--- src/rtl/inst_mem_loader_pkg.sv ---
// Shared constants and state encoding for the instruction-memory loader,
// also used by the fetch and memory blocks.
package inst_mem_loader_pkg;

    localparam int unsigned WORD_W         = 32;
    localparam int unsigned LEN_W          = 16;
    localparam int unsigned BYTE_W         = 8;
    localparam int unsigned BYTES_PER_WORD = 4;
    localparam int unsigned BCNT_W         = 2;

    typedef enum logic [2:0] {
        IDLE   = 3'd0,
        LEN_HI = 3'd1,
        LEN_LO = 3'd2,
        DATA   = 3'd3,
        WRITE  = 3'd4,
        DONE   = 3'd5,
        ERROR  = 3'd6
    } load_state_e;

    // Byte address of word idx; wraps modulo 2^32 by construction.
    function automatic logic [WORD_W-1:0] word_addr(input logic [WORD_W-1:0] base,
                                                    input logic [LEN_W-1:0]  idx);
        return base + (WORD_W'(idx) << 2);
    endfunction

endpackage

--- src/rtl/inst_mem_loader_word_assembler.sv ---
// Big-endian byte-to-word assembler: bytes shift in at the LSB end, so the
// first of four bytes lands in bits 31:24. word_full pulses for the one
// cycle after the fourth byte is taken.
module word_assembler
    import inst_mem_loader_pkg::*;
(
    input  logic              clk_i,
    input  logic              rst_i,
    input  logic              clear_i,
    input  logic              strobe_i,
    input  logic [BYTE_W-1:0] byte_i,
    output logic [WORD_W-1:0] word_o,
    output logic              word_full_o
);

    logic [WORD_W-1:0] word_q;
    logic [BCNT_W-1:0] fill_q;
    logic              full_q;

    // Shift register, fill count and one-cycle full flag.
    always_ff @(posedge clk_i) begin
        if (rst_i || clear_i) begin
            word_q <= '0;
            fill_q <= '0;
            full_q <= 1'b0;
        end else begin
            full_q <= 1'b0;
            if (strobe_i) begin
                word_q <= {word_q[WORD_W-BYTE_W-1:0], byte_i};
                fill_q <= fill_q + BCNT_W'(1);
                full_q <= (fill_q == BCNT_W'(BYTES_PER_WORD - 1));
            end
        end
    end

    assign word_o      = word_q;
    assign word_full_o = full_q;

endmodule

--- src/rtl/inst_mem_loader.sv ---
// Boot-time instruction loader: parses a length-prefixed byte stream and
// writes the words into instruction memory while holding the CPU in reset.
module inst_mem_loader
    import inst_mem_loader_pkg::*;
#(
    parameter int unsigned       MEM_WORDS = 64,
    parameter logic [WORD_W-1:0] BASE_ADDR = 32'h0000_0000
) (
    input  logic              Clock,
    input  logic              Reset,
    input  logic              start,
    input  logic              byte_valid,
    input  logic [BYTE_W-1:0] byte_data,
    output logic              byte_ready,
    output logic              mem_we,
    output logic [WORD_W-1:0] mem_addr,
    output logic [WORD_W-1:0] mem_wdata,
    output logic              cpu_hold,
    output logic              done,
    output logic              err
);

    load_state_e       state_q;
    logic              byte_ready_q;
    logic [WORD_W-1:0] mem_addr_q;
    logic              cpu_hold_q;
    logic              done_q;
    logic              err_q;
    logic [LEN_W-1:0]  word_idx_q;
    logic [LEN_W-1:0]  len_q;
    logic [BCNT_W-1:0] byte_cnt_q;

    logic              xfer;
    logic              start_ok;
    logic              asm_strobe;
    logic [LEN_W-1:0]  len_full;
    logic [WORD_W-1:0] asm_word;
    logic              asm_full;

    // Handshake, start acceptance and the complete length once LEN_LO lands.
    assign xfer       = byte_valid && byte_ready_q;
    assign start_ok   = start && (state_q inside {IDLE, DONE, ERROR});
    assign asm_strobe = xfer && (state_q == DATA);
    assign len_full   = {len_q[LEN_W-1:BYTE_W], byte_data};

    word_assembler u_asm (
        .clk_i       (Clock),
        .rst_i       (Reset),
        .clear_i     (start_ok),
        .strobe_i    (asm_strobe),
        .byte_i      (byte_data),
        .word_o      (asm_word),
        .word_full_o (asm_full)
    );

    // Load FSM with registered outputs, counters and address register.
    always_ff @(posedge Clock) begin
        if (Reset) begin
            state_q      <= IDLE;
            byte_ready_q <= 1'b0;
            mem_addr_q   <= BASE_ADDR;
            cpu_hold_q   <= 1'b1;
            done_q       <= 1'b0;
            err_q        <= 1'b0;
            word_idx_q   <= '0;
            len_q        <= '0;
            byte_cnt_q   <= '0;
        end else begin
            case (state_q)
                IDLE, DONE, ERROR: begin
                    if (start) begin
                        state_q      <= LEN_HI;
                        byte_ready_q <= 1'b1;
                        cpu_hold_q   <= 1'b1;
                        done_q       <= 1'b0;
                        err_q        <= 1'b0;
                        word_idx_q   <= '0;
                        byte_cnt_q   <= '0;
                    end
                end
                LEN_HI: begin
                    if (xfer) begin
                        len_q[LEN_W-1:BYTE_W] <= byte_data;
                        state_q               <= LEN_LO;
                    end
                end
                LEN_LO: begin
                    if (xfer) begin
                        len_q <= len_full;
                        if (len_full == '0) begin
                            state_q      <= DONE;
                            byte_ready_q <= 1'b0;
                            done_q       <= 1'b1;
                            cpu_hold_q   <= 1'b0;
                        end else if (32'(len_full) > MEM_WORDS) begin
                            state_q      <= ERROR;
                            byte_ready_q <= 1'b0;
                            err_q        <= 1'b1;
                        end else begin
                            state_q <= DATA;
                        end
                    end
                end
                DATA: begin
                    if (xfer) begin
                        byte_cnt_q <= byte_cnt_q + BCNT_W'(1);
                        if (byte_cnt_q == BCNT_W'(BYTES_PER_WORD - 1)) begin
                            state_q      <= WRITE;
                            byte_ready_q <= 1'b0;
                            mem_addr_q   <= word_addr(BASE_ADDR, word_idx_q);
                        end
                    end
                end
                WRITE: begin
                    word_idx_q <= word_idx_q + LEN_W'(1);
                    if (word_idx_q + LEN_W'(1) == len_q) begin
                        state_q    <= DONE;
                        done_q     <= 1'b1;
                        cpu_hold_q <= 1'b0;
                    end else begin
                        state_q      <= DATA;
                        byte_ready_q <= 1'b1;
                    end
                end
                default: begin
                    state_q      <= IDLE;
                    byte_ready_q <= 1'b0;
                end
            endcase
        end
    end

    // The assembler's full flag is registered and high exactly in WRITE.
    assign byte_ready = byte_ready_q;
    assign mem_we     = asm_full;
    assign mem_addr   = mem_addr_q;
    assign mem_wdata  = asm_word;
    assign cpu_hold   = cpu_hold_q;
    assign done       = done_q;
    assign err        = err_q;

endmodule

--- config.mk ---
export PLATFORM = sky130hd
export DESIGN_NAME = inst_mem_loader
export DESIGN_NICKNAME = d
export VERILOG_FILES = /design/src/rtl/inst_mem_loader_pkg.sv /design/src/rtl/inst_mem_loader_word_assembler.sv /design/src/rtl/inst_mem_loader.sv
export SDC_FILE = /design/constraint.sdc
export NUM_CORES = 1
export LEC_CHECK = 0
export CAP_MARGIN = 15
export CELL_PAD_IN_SITES_DETAIL_PLACEMENT = 0
export CELL_PAD_IN_SITES_GLOBAL_PLACEMENT = 2
export CORE_MARGIN = 1.5
export CORE_UTILIZATION = 30
export DETAILED_ROUTE_END_ITERATION = 10
export PLACE_DENSITY_LB_ADDON = 0.2
export SETUP_SLACK_MARGIN = 0.3
export SLEW_MARGIN = 5
export SYNTH_ARGS = -nofsm -noshare
export SYNTH_HDL_FRONTEND = slang
export SYNTH_SLANG_ARGS = --single-unit
--- constraint.sdc ---
create_clock -name Clock -period 3 [get_ports Clock]
set_input_delay 0.45 -clock Clock [delete_from_list [all_inputs] [get_ports Clock]]
set_output_delay 0.45 -clock Clock [all_outputs]
set_load 0.05 [all_outputs]
==> metrics.txt, run 1 <==
outcome finished clean; top cells by area, synth dfxtp_1 41%, a21oi_1 8.7%, nand2_1 7.7%; DR WL/cell 16.3 um; period utilization 83.4%; Max-Cap Viols 0; hold_sp u_asm.word_o[27]; Setup crit end kind flop; worst reg2reg path startpoint word_idx_q[0]; drc violations 0; max-slew violations 0; FF-to-FF End done; Root Driver clkbuf_16; Sw Share 32.5%; Gate power share 20.8%; drt pass-1 iters 6; fin nets 631; post-DR vias/cell 5.03; IO Pins 81; CP startpoint kind flop; fmax 400 MHz; total number of vias 4,048; Critical Path RT 3.28 ns; Synth Flop Type dfxtp_1; number of synthesized flops with an enable pin 0; final-report hold violation count 0; critical path arrival 2.78 ns; Initial DRC Count 320; Hold EP u_asm.word_o[27]; hold slack 0.453 ns; Slowest-stage cell, CP dfxtp_1; grt ovf 0; register area 0.00184 mm2; post-synthesis cell type count 63; Clock Power Share 37.3%; core area 0.0146 mm2; placer congestion estimate 0.841; clock skew 0.0122 ns; Async S/R FF share, synth 0%; clock-pin slew on the worst setup and hold paths 0.07 ns; Setup TNS Final 0 ns; clock latency on the worst-skew pair 0.35 ns; Crit path largest cell delay 0.55 ns; all-layer global routing usage 17.0%; initial antenna violation count 0; CTS tree yes; Fillers 1,484; chip height 126 um; slew margin rel. 61.3%; top cell type's share of synthesized area 40.7%; sequential-to-total area share from yosys stat 40.7%; die width 126 um; IO Port Bufs 64; DIE AREA 0.0158 mm2; Mapped Cells 568; area of the multi-input gates 0.00245 mm2; worst r2r path cells 7; setup violators final 0; worst hold path class flop to flop; post-synthesis register bit count 92; WL final 13,100 um; FP Rows 44; ant diodes 0; number of global-route vias before repair 3,734; share of layout cells above drive strength 1 8.21%; WS Path Type flop to flop; internal power 0.00215 W; Initial Utilization 30.9%; dpl hpwl 9130 um; Cell Pwr Density 567 mW/mm2; clock period minus worst slack 2.50 ns; Worst IR Drop VDD 0.000282 V; Least-Margin Pin Slew 0.581 ns; largest net degree at the start of global routing 38; critical-path cell list ha_4 > nand4_1 > nor3_2 > nand2_1 > a221o_1 > o41ai_4 > o21bai_1; NetSw 0.00103 W; R2R Setup Slk 0.50 ns; synthesized area 0.00452 mm2; RSZ-0062 raised after global routing no; Post-DRT Antenna Nets 0; sequential power share 42.0%; # clock sinks 92; Syn Area/Cell 7.96 um2; CP Max Fanout 11; Area Overhead vs Synth 24.2%; TritonCTS Buffers 9; first-pass GRT wire length 21,300 um; maximum buffer depth of the clock tree 2; hold depth 2; H-Tree Depth 3; P_leak 2.07 nW; Synth area leader dfxtp_1; synth warn 0
[layer usage]
metal  GRT usage [%]  share of wire (%)  vias up
met5               0                  0        -
met4            5.95                1.5        0
met3            2.17                3.9       11
met2            25.5                 45       86
met1            25.1                 50     1906
li1                -                  -     2045
[timing repair]
action,4_1_cts,5_1_grt
setup endpoints to repair,5,5
hold buffers,0,0
pin swaps,1,0
gates resized for setup,5,4
setup buffers,1,0
[synthesized netlist by cell type (4+ instances only)]
| cell | instances |
|---|---|
| a21o_1 | 4 |
| nand2_1 | 93 |
| buf_2 | 6 |
| xor2_1 | 10 |
| inv_1 | 8 |
| nor4_1 | 8 |
| nand4_1 | 7 |
| o21ai_0 | 16 |
| nand2b_1 | 5 |
| a211oi_1 | 4 |
| nor3_1 | 7 |
| nand3_1 | 18 |
| mux2i_1 | 25 |
| dfxtp_1 | 92 |
| xnor2_1 | 8 |
| a21oi_1 | 79 |
| nor2_1 | 57 |
| clkbuf_1 | 27 |
| buf_1 | 4 |
| and3_1 | 7 |
| buf_4 | 19 |
[cell usage in the layout (no fill, tap or decap), drive strengths merged, types with 2 or more instances in the layout]
master and n:
nand2b 5, o22ai 2, nand2 93, or4 2
o32ai 2, nor2 57, ha 3, nor2b 2
o2111ai 2, buf 16, or2 2, nor4 9
o31ai 2, a211oi 4, xnor2 8, a21oi 79
or3 2, a21o 4, and2 2, a2111oi 3
a31oi 3, conb 16, o21bai 2, o211ai 3
nand4b 3, nor3 8, o21ai 16, dfxtp 92
and4 3, clkdlybuf4s50 63, nand3 20, and3 8
clkbuf 10, xor2 10, clkinv 3, inv 10
mux2i 25, nand4 7, a41oi 2, a211o 3
[registers in the layout (all words and copies together) (netlist names)]
register           cells
byte_ready             1
word_idx_q            16
u_asm.word_full_o      1
cpu_hold               1
state_q                3
u_asm.word_o          32
byte_cnt_q             2
len_q                 16
mem_addr              16
err                    1
u_asm.fill_q           2
done                   1
[power by group through the flow]
stage	registers, W	logic, W	clock network, W
after floorplan	0.00135	0.000465	0
after global placement	0.00136	0.000646	0
after detailed placement	0.00136	0.000644	0
after CTS	0.00133	0.000660	0.00123
after global routing	0.00134	0.000723	0.00128
final	0.00134	0.000662	0.00119
[kinds of logic after synthesis]
kind of cell,share of synthesized area [%]
compound gates,18.0
xor+xnor,3.49
fa+ha+maj,0.830
buf+inv,7.31
flops,40.7
mux,5.78
other cells,0.0830
simple gates,23.7
[worst max-delay path by stage]
stage | end | start | cells after the start
global route | done | word_idx_q[0] | 7
global placement | state_q[2] | word_idx_q[0] | 7
detailed placement | byte_ready | word_idx_q[0] | 7
finish | done | word_idx_q[0] | 7
CTS | done | word_idx_q[0] | 7
floorplan | done | word_idx_q[1] | 8
[layout make-up]
cell class	instances	area share (%)
clock inverters	6	1.25
multi-input cells	426	43.7
well taps	184	4.10
clock buffers	10	4.26
repair buffers	79	13.3
flip-flops and latches	92	32.8
inverters	8	0.535
[per-stage QoR]
step	setup slack (ns)	std cells	total power, W	util [%]	cell area, um2
global placement	0.0129	788	0.00201	35.8	5250
CTS	0.306	805	0.00322	38.2	5590
floorplan	0.773	583	0.00182	-	4580
finish	0.499	805	0.00318	38.3	5610
detailed placement	-0.0558	788	0.00201	35.8	5250
global route	0.311	805	0.00335	38.3	5610
[critical path, delay by kind of cell, from the launching register on]
kind	cells	cell delay [ns]
and+or+nand+nor	3	0.61
AOI/OAI and AO/OA	3	1.02
adders and majority gates	1	0.27
DFF	1	0.55
(Power assumes the default switching activity.)
==> run 2, diff against run 1 <==
--- a/config.mk
+++ b/config.mk
@@ -9,7 +9,7 @@
 export CELL_PAD_IN_SITES_DETAIL_PLACEMENT = 0
 export CELL_PAD_IN_SITES_GLOBAL_PLACEMENT = 2
 export CORE_MARGIN = 1.5
-export CORE_UTILIZATION = 30
+export CORE_UTILIZATION = 28
 export DETAILED_ROUTE_END_ITERATION = 10
 export PLACE_DENSITY_LB_ADDON = 0.2
 export SETUP_SLACK_MARGIN = 0.3
==> constraint.sdc (replaced) <==
create_clock -name Clock -period 2 [get_ports Clock]
set_input_delay 0.3 -clock Clock [delete_from_list [all_inputs] [get_ports Clock]]
set_output_delay 0.3 -clock Clock [all_outputs]
set_load 0.05 [all_outputs]
==> metrics.txt, run 2 (same netlist as run 1, synthesis figures left out) <==
die width 130 um (+3.4%); most frequent cells in the layout 87 x nand2_1, 80 x dfxtp_1, 76 x a21oi_1, 76 x buf_4, 58 x dlygate4sd2_1; Critical Path RT 2.29 ns (-0.99 ns); critical path arrival 2.52 ns (-0.26 ns); post-DR vias/cell 4.84 (-3.7%); max reg flops 32 (unchanged); maximum buffer depth of the clock tree 2 (unchanged); first-pass GRT wire length 23,100 um (+8.8%); CP Max Fanout 5 (-6); # clock sinks 92 (unchanged); Initial DRC Count 344 (+7.5%); placer congestion estimate 0.813 (-3.3%); WL final 15,400 um (+17%); total number of vias 4,438 (+9.6%); slew margin rel. 63.1% (+1.8 points); DR WL/cell 16.8 um (+3.2%); total power 0.00512 W (+61%); clock skew 0.00895 ns (-0.00326 ns); share of layout cells above drive strength 1 25.4% (+17 points); period utilization 112% (+28 points); Sw Share 35.2% (+2.7 points); IO Port Bufs 64 (unchanged); number of global-route vias before repair 4,104 (+9.9%); fin nets 710 (+13%); TritonCTS Buffers 9 (unchanged); worst hold path class input port to flop; drt pass-1 iters 6 (unchanged); fmax 448 MHz (+12%); Post-DRT Antenna Nets 0 (unchanged); met2 wire length 7030 um (+20%); Post-DP Area 0.00592 mm2 (+13%); max-slew violations 0 (unchanged); Gate power share 27.7% (+6.9 points); sequential power share 38.7% (-3.3 points); setup violators final 5 (+5); grt ovf 0 (unchanged); Fillers 1,624 (+9.4%); Clock Power Share 33.5% (-3.8 points); drc violations 0 (unchanged); Max-Cap Viols 0 (unchanged); internal power 0.00332 W (+54%); core area 0.0158 mm2 (+8.1%); WS Path Type flop to flop; Cell Pwr Density 773 mW/mm2 (+36%); final-report hold violation count 0 (unchanged); Final Core Density 41.8% (+3.5 points); ant diodes 0 (unchanged); IO Pins 81 (unchanged); NetSw 0.00180 W (+74%); initial antenna violation count 0 (unchanged); CP startpoint kind flop; dpl hpwl 10,300 um (+13%); DIE AREA 0.0169 mm2 (+7.0%); all-layer global routing usage 17.8% (+0.79 points); Met1 Wirelength 7540 um (+16%); H-Tree Depth 3 (unchanged); Final Cell Area 0.00662 mm2 (+18%); Max Used Layer met4; Worst IR Drop VDD 0.000454 V (+61%); Area Overhead vs Synth 46.5%; chip height 130 um (+3.4%); Worst Slack Setup Final -0.232 ns (-0.732 ns); hold slack 0.288 ns (-0.165 ns); commonest non-fill, non-tap cell in the layout nand2_1; largest net degree at the start of global routing 50 (+32%); FP Rows 46 (+4.5%); clock period minus worst slack 2.23 ns (-0.268 ns); Least-Margin Pin Slew 0.556 ns (-0.0252 ns); outcome complete, but fails checks; Initial Utilization 28.6% (-2.3 points); clock latency on the worst-skew pair 0.35 ns (about the same); CTS tree yes; violations in the final reports setup timing; Root Driver clkbuf_16; met3 routed WL 598 um (+17%); P_leak 2.93 nW (+41%); clock-pin slew on the worst setup and hold paths 0.08 ns (about the same); RSZ-0062 raised after global routing yes; Setup crit end kind flop
run 2: cell count changes in the layout (fill, tap and decap cells not counted), moves of 7 or more:
cell | before | now
dfxtp_2 | 1 | 8
buf_4 | 15 | 76
clkdlybuf4s50_1 | 63 | 5
buf_6 | 0 | 10
dfxtp_1 | 91 | 80
dlygate4sd2_1 | 0 | 58
run 2: cell type report:
class / instances / area (um2) / area share, %
Clock buffer: 9 / 225 / 3.40
Timing Repair Buffer: 158 / 1420 / 21.4
Multi-Input combinational cell: 426 / 2750 / 41.5
Sequential cell: 92 / 1870 / 28.2
Clock inverter: 7 / 63.8 / 0.964
Tap cell: 216 / 270 / 4.08
Inverter: 8 / 30.0 / 0.454
run 2: repair_timing:
item | 4_1_cts | 5_1_grt
cloned | 0 | 3
setup buffers | 6 | 3
resized for setup | 99 | 45
setup endpoints to repair | 121 | 65
pin swaps | 17 | 11
hold buffers | 0 | 0
run 2: through the flow:
stage,setup TNS (ns),instances,setup slack [ns]
after floorplan,0,583,0.0276
after global routing,-1.38,916,-0.299
after global placement,-2.91,888,-0.414
after CTS,-0.964,910,-0.210
after detailed placement,-3.21,888,-0.413
final,-1.03,916,-0.232
run 2: path summary, 6_finish.rpt:
path | start | cells past startpoint | slack, ns | to
setup reg to reg | word_idx_q[2] | 8 | -0.23 | done
hold reg to reg | u_asm.word_o[24] | 2 | 0.45 | u_asm.word_o[24]
hold / removal | Reset | 2 | 0.29 | byte_cnt_q[0]
setup / recovery | word_idx_q[2] | 8 | -0.23 | done
run 2: worst max-delay path: stages, from the launching register on:
cell and delay [ns]:
dfxtp_4 0.37, buf_4 0.15, nand3_4 0.10, buf_6 0.11
nor3_1 0.05, or4_1 0.47, a221o_2 0.45, o41ai_4 0.32
o21bai_1 0.15
run 2: metal layers:
metal,up-vias,GRT usage [%]
met1,2106,25.5
met5,-,0
li1,2213,-
met3,15,2.54
met2,104,27.0
met4,0,6.99
run 2: power groups by stage:
stage | Sequential [W] | Combinational (W) | Clock, W
floorplan | 0.00203 | 0.000716 | 0
global placement | 0.00201 | 0.00118 | 0
detailed placement | 0.00201 | 0.00118 | 0
CTS | 0.00197 | 0.00125 | 0.00177
global route | 0.00199 | 0.00152 | 0.00185
finish | 0.00198 | 0.00142 | 0.00172
